`src/rtl/iob_fifo_sync_tdp.sv`:
```
// Synchronous FIFO controller driving an external true-dual-port RAM.
// Port A carries FIFO writes, port B carries FIFO reads; storage lives outside.
module iob_fifo_sync_tdp #(
   parameter int DATA_W       = 32,
   parameter int ADDR_W       = 4,
   parameter int ALM_FULL_TH  = 2**ADDR_W - 2,
   parameter int ALM_EMPTY_TH = 2
) (
   input  logic              clk,
   input  logic              rst,
   input  logic              w_en,
   input  logic [DATA_W-1:0] w_data,
   output logic              w_full,
   output logic              w_almost_full,
   input  logic              r_en,
   output logic [DATA_W-1:0] r_data,
   output logic              r_valid,
   output logic              r_empty,
   output logic              r_almost_empty,
   output logic [ADDR_W:0]   level,
   output logic              overflow,
   output logic              underflow,
   output logic              ext_mem_w_en,
   output logic [ADDR_W-1:0] ext_mem_w_addr,
   output logic [DATA_W-1:0] ext_mem_w_data,
   output logic              ext_mem_r_en,
   output logic [ADDR_W-1:0] ext_mem_r_addr,
   input  logic [DATA_W-1:0] ext_mem_r_data
);

   localparam logic [ADDR_W:0] DEPTH         = (ADDR_W+1)'(2**ADDR_W);
   localparam logic [ADDR_W:0] ALM_FULL_LVL  = (ADDR_W+1)'(ALM_FULL_TH);
   localparam logic [ADDR_W:0] ALM_EMPTY_LVL = (ADDR_W+1)'(ALM_EMPTY_TH);

   logic [ADDR_W-1:0] wptr_q, wptr_d;
   logic [ADDR_W-1:0] rptr_q, rptr_d;
   logic [ADDR_W:0]   level_q, level_d;
   logic              r_valid_q, r_valid_d;
   logic              overflow_q, overflow_d;
   logic              underflow_q, underflow_d;
   logic              w_acc, r_acc;

   // Flags come only from the registered level, so no request-to-flag path exists.
   assign w_full         = (level_q == DEPTH);
   assign r_empty        = (level_q == '0);
   assign w_almost_full  = (level_q >= ALM_FULL_LVL);
   assign r_almost_empty = (level_q <= ALM_EMPTY_LVL);

   // Requests during reset must not reach the RAM.
   assign w_acc = w_en & ~w_full & ~rst;
   assign r_acc = r_en & ~r_empty & ~rst;

   assign ext_mem_w_en   = w_acc;
   assign ext_mem_w_addr = wptr_q;
   assign ext_mem_w_data = w_data;
   assign ext_mem_r_en   = r_acc;
   assign ext_mem_r_addr = rptr_q;

   assign r_data    = ext_mem_r_data;
   assign r_valid   = r_valid_q;
   assign level     = level_q;
   assign overflow  = overflow_q;
   assign underflow = underflow_q;

   always_comb begin
      wptr_d      = wptr_q;
      rptr_d      = rptr_q;
      level_d     = level_q;
      r_valid_d   = r_acc;
      overflow_d  = overflow_q | (w_en & w_full);
      underflow_d = underflow_q | (r_en & r_empty);
      if (w_acc) wptr_d = wptr_q + 1'b1;
      if (r_acc) rptr_d = rptr_q + 1'b1;
      case ({w_acc, r_acc})
         2'b10:   level_d = level_q + (ADDR_W+1)'(1);
         2'b01:   level_d = level_q - (ADDR_W+1)'(1);
         default: level_d = level_q;
      endcase
   end

   always_ff @(posedge clk) begin
      if (rst) begin
         wptr_q      <= '0;
         rptr_q      <= '0;
         level_q     <= '0;
         r_valid_q   <= 1'b0;
         overflow_q  <= 1'b0;
         underflow_q <= 1'b0;
      end else begin
         wptr_q      <= wptr_d;
         rptr_q      <= rptr_d;
         level_q     <= level_d;
         r_valid_q   <= r_valid_d;
         overflow_q  <= overflow_d;
         underflow_q <= underflow_d;
      end
   end

endmodule

```
`config.mk`:
```
export PLATFORM = sky130hd
export DESIGN_NAME = iob_fifo_sync_tdp
export DESIGN_NICKNAME = d
export VERILOG_FILES = /design/src/rtl/iob_fifo_sync_tdp.sv
export SDC_FILE = /design/constraint.sdc
export NUM_CORES = 1
export LEC_CHECK = 0
export BUFFER_PORTS_ARGS = -buffer_cell sky130_fd_sc_hd__buf_2
export CELL_PAD_IN_SITES_DETAIL_PLACEMENT = 1
export CELL_PAD_IN_SITES_GLOBAL_PLACEMENT = 1
export CORE_MARGIN = 1
export CORE_UTILIZATION = 19
export DETAILED_ROUTE_END_ITERATION = 7
export GPL_TIMING_DRIVEN = 0
export HOLD_SLACK_MARGIN = 0.15
export PLACE_DENSITY = 0.77
export SLEW_MARGIN = 20
export SYNTH_ARGS = -nofsm -noshare
export SYNTH_HDL_FRONTEND = slang
export SYNTH_SLANG_ARGS = --single-unit
```
`constraint.sdc`:
```
create_clock -name clk -period 2.6 [get_ports clk]
set_input_delay 0.26 -clock clk [delete_from_list [all_inputs] [get_ports clk]]
set_output_delay 0.26 -clock clk [all_outputs]
set_load 0.02 [all_outputs]
```
# After elaboration in Yosys (flattened, before gate mapping)
# Cells that the tools add are included.
[word_totals]
reg_bits = 16
input_bits = 68
output_inout_bits = 86
wordCells = 29
[op_classes]
add_sub_neg = 4
order_cmp = 2
eq_ne = 3
n_mux = 1
bitwise = 11
reduce_logical = 2
[op_table]
columns = ["operator", "count"]
rows = [
  ["5-bit case mux with 2 select lines", 1],
  ["4-bit by 1-bit adder with 4-bit output, second input constant", 2],
  ["1-bit AND", 6],
  ["5-bit by 1-bit adder with 5-bit output, second input constant", 1],
  ["5-bit == test, second input constant", 1],
  ["5-bit by 4-bit greater-or-equal comparator with 1-bit output, second input constant", 1],
  ["5-bit by 2-bit less-or-equal comparator with 1-bit output, second input constant", 1],
  ["5-bit zero test", 1],
  ["5-bit by 1-bit subtractor with 5-bit output, second input constant", 1],
  ["1-bit inverter", 3],
  ["2-bit by 1-bit == test with 1-bit output, second input constant", 1],
  ["2-bit == test, second input constant", 1],
  ["1-bit OR", 2],
  ["2-bit nonzero test", 1],
]

# Depth between registers and ports, before layout
# Gate-level depths: netlist of the first run.
[logic_depth]
word_depth = 6
mapped_depth = 10
mapped_depth_nobuf = 9

# Worst setup path before layout of the first run
# Ideal clock, no wire load.
[synth_timing]
path_type = "register to register"
start = "register level_q[0], in the netlist level[0]"
end = "register level_q[4], in the netlist level[4]"
setup_ns = 0.070
arrival_ns = 2.847
t_required_ns = 2.530
slack_ns = -0.316
path_stages_with_launch = 11
n_path_buf = 1
period_less_slack_ns = 2.916
path_cell_list = "dfxtp_1 -> or3_1 -> buf_6 -> o31ai_4 -> nor2_1 -> ha_1 -> fa_1 -> nand3_1 -> a21oi_1 -> or4_1 -> a21oi_1"
[synth_via]
elab_chain_cells = 6
elab_cells_between_ends = 14
classes_between = "add/sub (2); eq/ne (3); mux (1); bitwise (6); reduce/logical (2)"
[synth_lines]
columns = ["item", "line_no", "text"]
rows = [
  ["start, declared", "37", "logic [ADDR_W:0] level_q, level_d;"],
  ["start signal, assigned", "92", "level_q <= level_d;"],
  ["5-bit zero test *", "45", "assign r_empty = (level_q == '0);"],
  ["1-bit inverter *", "51", "assign r_acc = r_en & ~r_empty & ~rst;"],
  ["1-bit AND * (2 in a row)", "51", ""],
  ["via ext_mem_r_en", "26", "output logic ext_mem_r_en,"],
  ["2-bit by 1-bit == test with 1-bit output or 2-bit == test (tied branches)", "74", "case ({w_acc, r_acc})"],
  ["5-bit case mux with 2 select lines or 2-bit nonzero test (tied branches)", "n/a", ""],
]
# Mark *: on every way through the listed nets, which the timed path passes. The rest lies on a longest branch.
# A chain may end at the register's enable or synchronous reset.

# Final worst setup path of the first run
[layout_timing]
start = "register level_q[0], in the netlist level[0]"
end = "register level_q[4], in the netlist level[4]"
[layout_via]
elab_chain_cells = 6
elab_cells_between_ends = 14
classes_between = "add/sub (2); eq/ne (3); mux (1); bitwise (6); reduce/logical (2)"
[layout_lines]
columns = ["item", "line_no"]
rows = [
  ["5-bit == test or 5-bit zero test (tied branches)", "44, 45"],
  ["1-bit inverter, on equally long branches", "50, 51"],
  ["1-bit AND, on equally long branches (2 in a row)", "50, 51"],
  ["2-bit by 1-bit == test with 1-bit output or 2-bit == test (tied branches)", "74"],
  ["5-bit case mux with 2 select lines or 2-bit nonzero test (tied branches)", "n/a"],
]
# Parallel ways exist; a longest one is shown, timed or not.

==> impl_metrics.py, run 1 <==
metrics = {
    "clock_tree": {
        "clk_pin_slew_ps": 70,
        "cts_hold_buf": 0,
        "cts.path.max_buffers": 2,
        "insertion_delay_ps": 250,
        "cts_tree": "yes",
        "clock_sinks": 16,
        "root_buffer": "clkbuf_8",
        "numCtsBuffers": 3,
        "htreeDepth": 1,
    },
    "floorplan": {
        "dieHeight_um": 85.3,
        "fp-row-count": 29,
        "initial_utilization_pct": 20.2,
        "dieArea_mm2": 0.00727,
        "core-area_mm2": 0.00653,
        "io-pin-count": 154,
        "chipWidth_um": 85.3,
    },
    "logic_synthesis": {
        "syn_inst": 153,
        "yosys.area.top_type": "buf_4",
        "yosys.area_share.xor_xnor_pct": 4.65,
        "synthFlopType": "dfxtp_1",
        "synthesis.area_mm2": 0.00132,
        "yosysMostFrequentCell": "buf_4",
        "synth.top_cells.by_count": "buf_4, nor2_1, dfxtp_1",
        "ys_ff_latch": 16,
        "syn-num-nets": 228,
        "post_synth.cell_area_avg_um2": 8.61,
        "ys_types": 32,
        "yosysSeqAreaShare_pct": 24.3,
        "synth_top_family_by_area": "buffers and inverters",
        "yosysWarningCount": 0,
        "synth_area_leaders": "buf_4, dfxtp_1, ha_1",
        "synth-edff-count": 0,
        "async_flop_share_pct": 0,
        "synth_fa_ha_area_share_pct": 7.22,
        "synth_compound_area_share_pct": 10.3,
        "synthSimpleGateAreaFrac_pct": 12.3,
        "synthMuxAreaShare_pct": 2.28,
        "synth.top_cell.area_share_pct": 37.0,
    },
    "power_and_ir_drop": {
        "leakage_nw": 1.15,
        "power.density_mw_per_mm2": 469,
        "vdd_drop_max_v": 0.000128,
    },
    "timing": {
        "min_period_ps": 2630,
        "finClkSkew_ps": 1.13,
        "slew_viol_final": 0,
        "finalCritPeriodShare_pct": 101,
        "hold_slack_ps": 311,
        "max_freq_ghz": 0.380,
        "tightest_slew_ps": 550,
        "final_hold_viol_count": 0,
        "setup_tns_ps": -31.8,
        "setup_viol_count_final": 1,
        "rsz0062_at_grt": "yes",
        "layout_setup_ws_ps": -31.8,
        "slew_headroom_pct": 63.3,
    },
    "routing": {
        "wirelength_um": 3910,
        "antenna_left": 0,
        "wl_per_cell_um": 11.6,
        "first_iter_violations": 25,
        "vias": 1383,
        "drc": 0,
        "vias_per_cell": 4.12,
        "first_pass_iters": 4,
    },
    "placement": {
        "place.gp.congestion": 0.769,
        "place_ws_ps": -293,
        "io_buffers": 89,
        "placed_area_mm2": 0.00193,
        "dp.cells": 319,
        "dp_hpwl_um": 3070,
    },
    "global_routing": {
        "grt_max_degree": 11,
        "grt-ovfl-total": 0,
        "groute.usage.overall_pct": 9.22,
        "antenna_found_initial": 0,
        "grt_pass1_wl_um": 5430,
        "grt_pass1_vias": 1252,
    },
    "final_layout": {
        "fin_nets": 335,
        "final_area_mm2": 0.00213,
        "fillCellCount": 800,
        "antennaDiodeCount": 0,
        "drive_gt1_share_pct": 75.7,
        "fin_cells": 336,
        "area_growth_pct": 61.3,
    },
    "critical_path": {
        "start_kind": "flop",
        "required_ps": 2780,
        "critical_path_arrival_ps": 2810,
        "path_max_fanout": 5,
        "worstSetupPathType": "reg -> reg",
        "crit_path_end_kind": "flop",
    },
    "min_path": {
        "hp-class": "in -> reg",
    },
    "outcome": {
        "status": "finished, violations left",
        "violations": "setup timing",
    },
    "flow_run": {
        "cap_violations": 0,
    },
}
-- through the flow --
step / power [mW] / utilization (%)
after floorplan: 0.606 / -
after global placement: 0.707 / 29.6
after detailed placement: 0.723 / 29.6
after CTS: 0.958 / 31.1
after global routing: 1.05 / 32.5
final: 0.998 / 32.5
-- routing by layer --
layer,part of all wire [%],vias to the layer above,GRT usage (%)
li1,-,655,-
met1,34,636,8.56
met2,56,88,19.4
met3,9.8,4,2.24
met4,0.97,0,2.73
met5,0,-,0
-- power by group --
part | total [mW] | internal (mW) | switching, mW
Clock | 0.226 | 0.134 | 0.0918
Combinational | 0.483 | 0.226 | 0.257
Sequential | 0.289 | 0.267 | 0.0214
-- layout by cell type (no fill, tap or decap), types with 3 or more instances in the layout --
cell       n
buf_4     79
a21oi_2    3
xor2_1     6
ha_1       3
ha_4       3
dfxtp_1   11
dfxtp_4    3
mux2i_1    3
nor2_1    16
a21oi_1    3
buf_2     89
clkbuf_8   4
-- state kept, by name, summed over array words and instances, names as in the netlist --
name / cells
ext_mem_r_addr: 4
ext_mem_w_addr: 4
level: 5
overflow: 1
r_valid: 1
underflow: 1
-- critical path, cell delays in order, from the launching register on --
cell     delay [ps]
dfxtp_4         350
or3_4           440
o31ai_4         320
nor2_4           60
ha_4            220
fa_2            380
nand3_4         100
a21oi_2          80
or4_4           480
a21oi_2         130
-- path summary, 6_finish.rpt --
check	start	end	slack [ps]	cells after the start
worst max-delay path	level[0]	level[4]	-30	9
worst min-delay path	rst	ext_mem_r_addr[3]	310	3
worst max register to register	level[0]	level[4]	-30	9
worst min register to register	overflow	overflow	470	2
-- area by class of cell --
type | instances | area [um^2] | area share, %
Multi-Input combinational cell | 67 | 587 | 27.6
Tap cell | 77 | 96.3 | 4.53
Inverter | 2 | 7.51 | 0.353
Timing Repair Buffer | 103 | 551 | 25.9
Buffer | 67 | 495 | 23.3
Clock buffer | 4 | 55.1 | 2.59
Sequential cell | 16 | 334 | 15.7
-- cells by family after synthesis --
kind of cell / after synthesis
compound gates: 17
buf+inv: 70
mux: 3
flops: 16
xor+xnor: 7
fa+ha+maj: 7
simple gates: 33
-- what timing repair did --
action                                  in CTS  in global routing
buffers inserted                             4                 10
endpoints found under the setup margin       2                  2
pin swaps                                    4                 14
endpoints found under the hold margin        0                  0
resized for setup                            5                  5
(Power assumes the default switching activity.)
==> run 2, diff against run 1 <==
PLACE_DENSITY = 0.8   (was 0.77)
==> run 2 against run 1 <==
Net effect: power shrank 5.9%; die area unchanged; via count down 4.4%; sequential power hardly changed; global-route usage is 0.20 points higher; worst hold slack worse by 16 ps; clock-buffer cell count unchanged; largest cell class unchanged; the run now ends clean; routed wire length is 7.8% lower; highest routed layer unchanged; maximum frequency is 4.4% higher; non-clock buffer count shrank 8; cell area shrank 3.8%.
==> impl_metrics.py, run 2 (same netlist as run 1, synthesis figures left out) <==
metrics = {
    "outcome": {
        "status": "finished, final reports clean",
    },
    "final_layout": {
        "fin_nets": 327,
        "layout_commonest_cell": "buf_2",
        "antennaDiodeCount": 0,
        "fin_cells": 328,
        "drive_gt1_share_pct": 74.1,
        "area_growth_pct": 55.3,
        "final_cell_mix": "buf_2, buf_4, nor2_1",
        "largest_register_ffs": 5,
    },
    "global_routing": {
        "groute.usage.overall_pct": 9.43,
        "grt-ovfl-total": 0,
        "antenna_found_initial": 0,
        "grt_pass1_vias": 1188,
        "grt_pass1_wl_um": 5290,
        "grt_max_degree": 11,
    },
    "power_and_ir_drop": {
        "leakage_nw": 1.10,
        "vdd_drop_max_v": 0.000106,
        "power.density_mw_per_mm2": 459,
        "power.total_mw": 0.938,
    },
    "routing": {
        "wl_per_cell_um": 11.0,
        "first_pass_iters": 2,
        "antenna_left": 0,
        "vias_per_cell": 4.03,
        "vias": 1322,
        "first_iter_violations": 31,
        "drc": 0,
        "wirelength_um": 3600,
    },
    "timing": {
        "final_hold_viol_count": 0,
        "hold_slack_ps": 295,
        "min_period_ps": 2520,
        "finalCritPeriodShare_pct": 97.0,
        "layout_setup_ws_ps": 79.2,
        "slew_headroom_pct": 65.5,
        "rsz0062_at_grt": "yes",
        "tightest_slew_ps": 518,
        "slew_viol_final": 0,
        "max_freq_ghz": 0.397,
        "finClkSkew_ps": 4.75,
        "setup_viol_count_final": 0,
    },
    "critical_path": {
        "critPathMaxStageDelay_ps": 470,
        "crit_chain": "or3_4 -> o31ai_4 -> nor2_4 -> ha_4 -> ha_4 -> a21oi_2 -> and3_4 -> or4_4 -> a21oi_2",
        "slowest_stage": "or4_4",
        "required_ps": 2800,
        "crit_path_end_kind": "flop",
        "worstSetupPathType": "reg -> reg",
        "critical_path_arrival_ps": 2720,
        "start_kind": "flop",
        "path_max_fanout": 7,
    },
    "clock_tree": {
        "clk_pin_slew_ps": 70,
        "numCtsBuffers": 3,
        "clock_sinks": 16,
        "root_buffer": "clkbuf_8",
        "cts_hold_buf": 0,
        "htreeDepth": 1,
        "cts.path.max_buffers": 2,
        "cts_tree": "yes",
        "insertion_delay_ps": 260,
    },
    "flow_run": {
        "cap_violations": 0,
    },
    "floorplan": {
        "dieHeight_um": 85.3,
        "core-area_mm2": 0.00653,
        "fp-row-count": 29,
        "initial_utilization_pct": 20.2,
        "io-pin-count": 154,
        "dieArea_mm2": 0.00727,
        "chipWidth_um": 85.3,
    },
    "min_path": {
        "hp-class": "in -> reg",
    },
    "placement": {
        "io_buffers": 89,
        "place.gp.congestion": 0.748,
        "place_ws_ps": -259,
        "dp_hpwl_um": 3020,
        "dp.cells": 319,
    },
}
==> run 2: cell types whose count changed in the layout (fill, tap and decap cells not counted), sizes merged <==
cell / delta
buf: -8
==> run 2: layout make-up <==
class                           count  area (um^2)
Fill cell                         793         4490
Multi-Input combinational cell     67          578
Buffer                             67          495
Timing Repair Buffer               95          490
Sequential cell                    16          333
Tap cell                           77         96.3
Clock buffer                        4         45.0
Inverter                            2         7.51
==> run 2: worst paths after layout <==
path                                start           endpoint  slack, ps  cells past startpoint
worst min register to register  underflow          underflow        470                      2
worst max register to register   level[1]           level[4]         80                      9
worst max-delay path             level[1]           level[4]         80                      9
worst min-delay path                  rst  ext_mem_r_addr[3]        290                      3
==> run 2: per-layer routing <==
layer	up-vias	wire length [um]	track usage, %
met5	-	0	0
met4	0	84	5.91
met3	5	356	2.14
met2	83	1940	18.6
met1	597	1220	8.62
li1	637	-	-
==> run 2: report_power, final <==
group | total, mW | leakage, nW | switching (mW) | internal [mW]
logic | 0.447 | 0.949 | 0.245 | 0.202
clock network | 0.204 | 0.0228 | 0.0954 | 0.109
registers | 0.287 | 0.133 | 0.0198 | 0.267
total | 0.938 | 1.10 | 0.360 | 0.579
==> run 2: worst max-delay path, delay by kind of cell (launching register included) <==
| family | cells | cell delay (ps) |
|---|---|---|
| compound gates | 3 | 430 |
| fa+ha+maj | 2 | 510 |
| flops | 1 | 340 |
| simple gates | 4 | 1170 |
==> run 2: stage by stage <==
step	TNS (ps)	util, %	instance area (um^2)
final	0	31.3	2050
after global routing	-6.22	31.3	2050
after CTS	0	30.8	2010
after detailed placement	-486	29.6	1930
after global placement	-304	29.6	1930
after floorplan	-181	-	1390
==> run 2: timing repair <==
action | 4_1_cts | 5_1_grt
endpoints found under the setup margin | 2 | 2
buffers inserted | 4 | 2
pin swaps | 3 | 3
resized for setup | 3 | 5
==> run 3, diff against run 2 <==
ABC_AREA = 1   (was not set)
CELL_PAD_IN_SITES_GLOBAL_PLACEMENT = 2   (was 1)
CORE_UTILIZATION = 14   (was 19)
==> run 3 against run 2 <==
Net effect: sequential cell count stayed put; worst hold slack better by 66 ps; routed wire length is 9.3% higher; die area is 45% higher; power is 41% higher; utilization is 10 points lower; first-iteration DRC count is 6.5% higher; cell count is 29% higher; critical path depth is 2 higher; via count is 12% higher.
==> impl_metrics.py, run 3 <==
metrics = {
    "final_layout": {
        "final_cell_mix": "buf_2, buf_4, nand2_1",
        "multi_input_area_um2": 534,
        "register_area_um2": 323,
        "drive_gt1_share_pct": 59.0,
        "layout_commonest_cell": "buf_2",
        "largest_register_ffs": 5,
        "fin_cells": 423,
        "area_growth_pct": 46.3,
        "fin_util_pct": 21.2,
        "antennaDiodeCount": 0,
        "fin_nets": 366,
        "fillCellCount": 1255,
    },
    "clock_tree": {
        "numCtsBuffers": 3,
        "post-cts-setup-buffer-count": 0,
        "cts_hold_buf": 0,
        "cts_tree": "yes",
        "clock_sinks": 16,
        "htreeDepth": 1,
        "clk_pin_slew_ps": 70,
        "insertion_delay_ps": 250,
        "root_buffer": "clkbuf_8",
        "cts.path.max_buffers": 2,
    },
    "logic_synthesis": {
        "synth.top_cells.by_count": "buf_4, nand2_1, nor2_1",
        "post_synth.cell_area_avg_um2": 7.16,
        "synthFlopType": "dfxtp_1",
        "ys_types": 21,
        "synth.top_cell.area_share_pct": 33.7,
        "synthesis.area_mm2": 0.00142,
        "async_flop_share_pct": 0,
        "synth-edff-count": 0,
        "yosysMostFrequentCell": "buf_4",
        "yosysSeqAreaShare_pct": 22.5,
        "yosys.area.top_type": "buf_4",
        "yosysWarningCount": 0,
        "syn-num-nets": 274,
        "syn_inst": 199,
        "synth_area_leaders": "buf_4, dfxtp_1, nand2_1",
        "ys_ff_latch": 16,
    },
    "routing": {
        "wl_per_cell_um": 9.31,
        "drc": 0,
        "first_iter_violations": 33,
        "antenna_left": 0,
        "vias": 1484,
        "first_pass_iters": 3,
        "wirelength_um": 3940,
        "vias_per_cell": 3.51,
    },
    "global_routing": {
        "grt-ovfl-total": 0,
        "grt_pass1_vias": 1315,
        "grt_pass1_wl_um": 5800,
        "groute.usage.overall_pct": 7.04,
        "grt_max_degree": 11,
        "antenna_found_initial": 0,
    },
    "critical_path": {
        "path_buf_inv": 2,
        "crit_family": "simple AND/OR/NAND/NOR gates",
        "r2r_start": "level[4]",
        "rrSetupSlack_ps": 220,
        "critPathMaxStageDelay_ps": 460,
        "start_kind": "flop",
        "crit_path_end_kind": "flop",
        "rr_worst_depth": 11,
        "required_ps": 2750,
        "worstSetupPathType": "reg -> reg",
        "slowest_stage": "dfxtp_1",
        "critical_path_arrival_ps": 2530,
        "path_max_fanout": 8,
        "reg2reg_to": "level[3]",
        "crit_chain": "inv_2 -> nand3_4 -> nand2_2 -> nor2_1 -> ha_1 -> ha_1 -> or2_2 -> nand3b_1 -> nand3_1 -> nand2_1 -> inv_1",
        "cp_common_cell": "ha_1",
    },
    "power_and_ir_drop": {
        "vdd_drop_max_v": 0.000163,
        "leakage_nw": 1.19,
        "power.density_mw_per_mm2": 636,
    },
    "placement": {
        "dp_hpwl_um": 3360,
        "io_buffers": 87,
        "place.gp.congestion": 0.715,
        "dp.cells": 419,
    },
    "timing": {
        "finalCritPeriodShare_pct": 91.4,
        "slew_headroom_pct": 60.4,
        "setup_viol_count_final": 0,
        "finClkSkew_ps": 2.83,
        "rsz0062_at_grt": "no",
        "tightest_slew_ps": 595,
        "slew_viol_final": 0,
        "final_hold_viol_count": 0,
        "min_period_ps": 2380,
        "setup_tns_ps": 0,
        "max_freq_ghz": 0.421,
    },
    "floorplan": {
        "dieArea_mm2": 0.0106,
        "core-area_mm2": 0.00982,
        "io-pin-count": 154,
        "dieHeight_um": 103,
        "initial_utilization_pct": 14.5,
        "fp-row-count": 36,
        "chipWidth_um": 103,
    },
    "min_path": {
        "whs_path_depth": 3,
        "hp-class": "in -> reg",
        "hold_start": "r_en",
        "hold_path_end": "r_valid",
    },
    "outcome": {
        "status": "finished, final reports clean",
    },
    "flow_run": {
        "cap_violations": 0,
    },
}
[run 3: cell count changes in the layout (fill, tap and decap cells not counted), moves of 4 or more]
| cell | change |
|---|---|
| inv_1 | +15 |
| nand3_1 | +10 |
| nand2_1 | +28 |
| buf_4 | -7 |
| nand4_1 | +4 |
| xor2_1 | -4 |
| nor2_1 | +8 |
[run 3: area by class of cell]
cell class	count	share of cell area, %
multi-input combinational	96	25.6
buffer	67	23.7
timing repair buffer	87	20.9
sequential	16	15.5
tap	133	7.99
inverter	20	3.60
clock buffer	4	2.64
[run 3: kinds of logic after synthesis]
kind of cell | count (synthesis) | synth area share [%]
adder cells (fa/ha/maj) | 7 | 6.68
buffers and inverters | 87 | 40.0
AND/OR/NAND/NOR | 78 | 26.2
XOR/XNOR | 2 | 1.23
flip-flops | 16 | 22.5
AO/OA/AOI/OAI | 9 | 3.43
[run 3: power by group]
part           switching, mW  leakage (nW)  internal [mW]
Sequential            0.0753         0.132          0.296
Combinational          0.443          1.03          0.281
Clock                 0.0952        0.0288          0.134
[run 3: through the flow]
step	power, mW	hold slack (ps)	area [um^2]	setup WS (ps)
floorplan	0.893	483	1420	121
global placement	1.09	449	2030	188
detailed placement	1.11	459	2030	110
CTS	1.35	356	2080	143
global route	1.45	390	2080	14.9
finish	1.32	361	2080	223
[run 3: repair_timing]
item                       4_1_cts  5_1_grt
setup endpoints to repair        0        2
gates resized for setup          0        2
hold endpoints to repair         0        0
[run 3: worst max-delay path by stage]
stage,cells after the start,slack [ps],end,startpoint
floorplan,12,120,level[3],level[0]
global placement,12,190,level[3],level[0]
detailed placement,11,110,level[3],rst
CTS,12,140,level[3],level[0]
global route,12,10,level[3],level[4]
finish,11,220,level[3],level[4]
[run 3: layer usage]
| metal | part of all wire [%] | vias up | GRT usage [%] |
|---|---|---|---|
| li1 | - | 733 | - |
| met1 | 38 | 670 | 7.77 |
| met5 | 0 | - | 0 |
| met3 | 7.5 | 2 | 0.678 |
| met2 | 54 | 79 | 14.1 |
| met4 | 0.53 | 0 | 1.95 |
[run 3: worst register-to-register path, stage by stage, from the launching register on]
cell      delay, ps
dfxtp_1         460
inv_2           120
nand3_4         160
nand2_2          90
nor2_1          190
ha_1            360
ha_1            330
or2_2           320
nand3b_1         90
nand3_1          70
nand2_1          60
inv_1            40
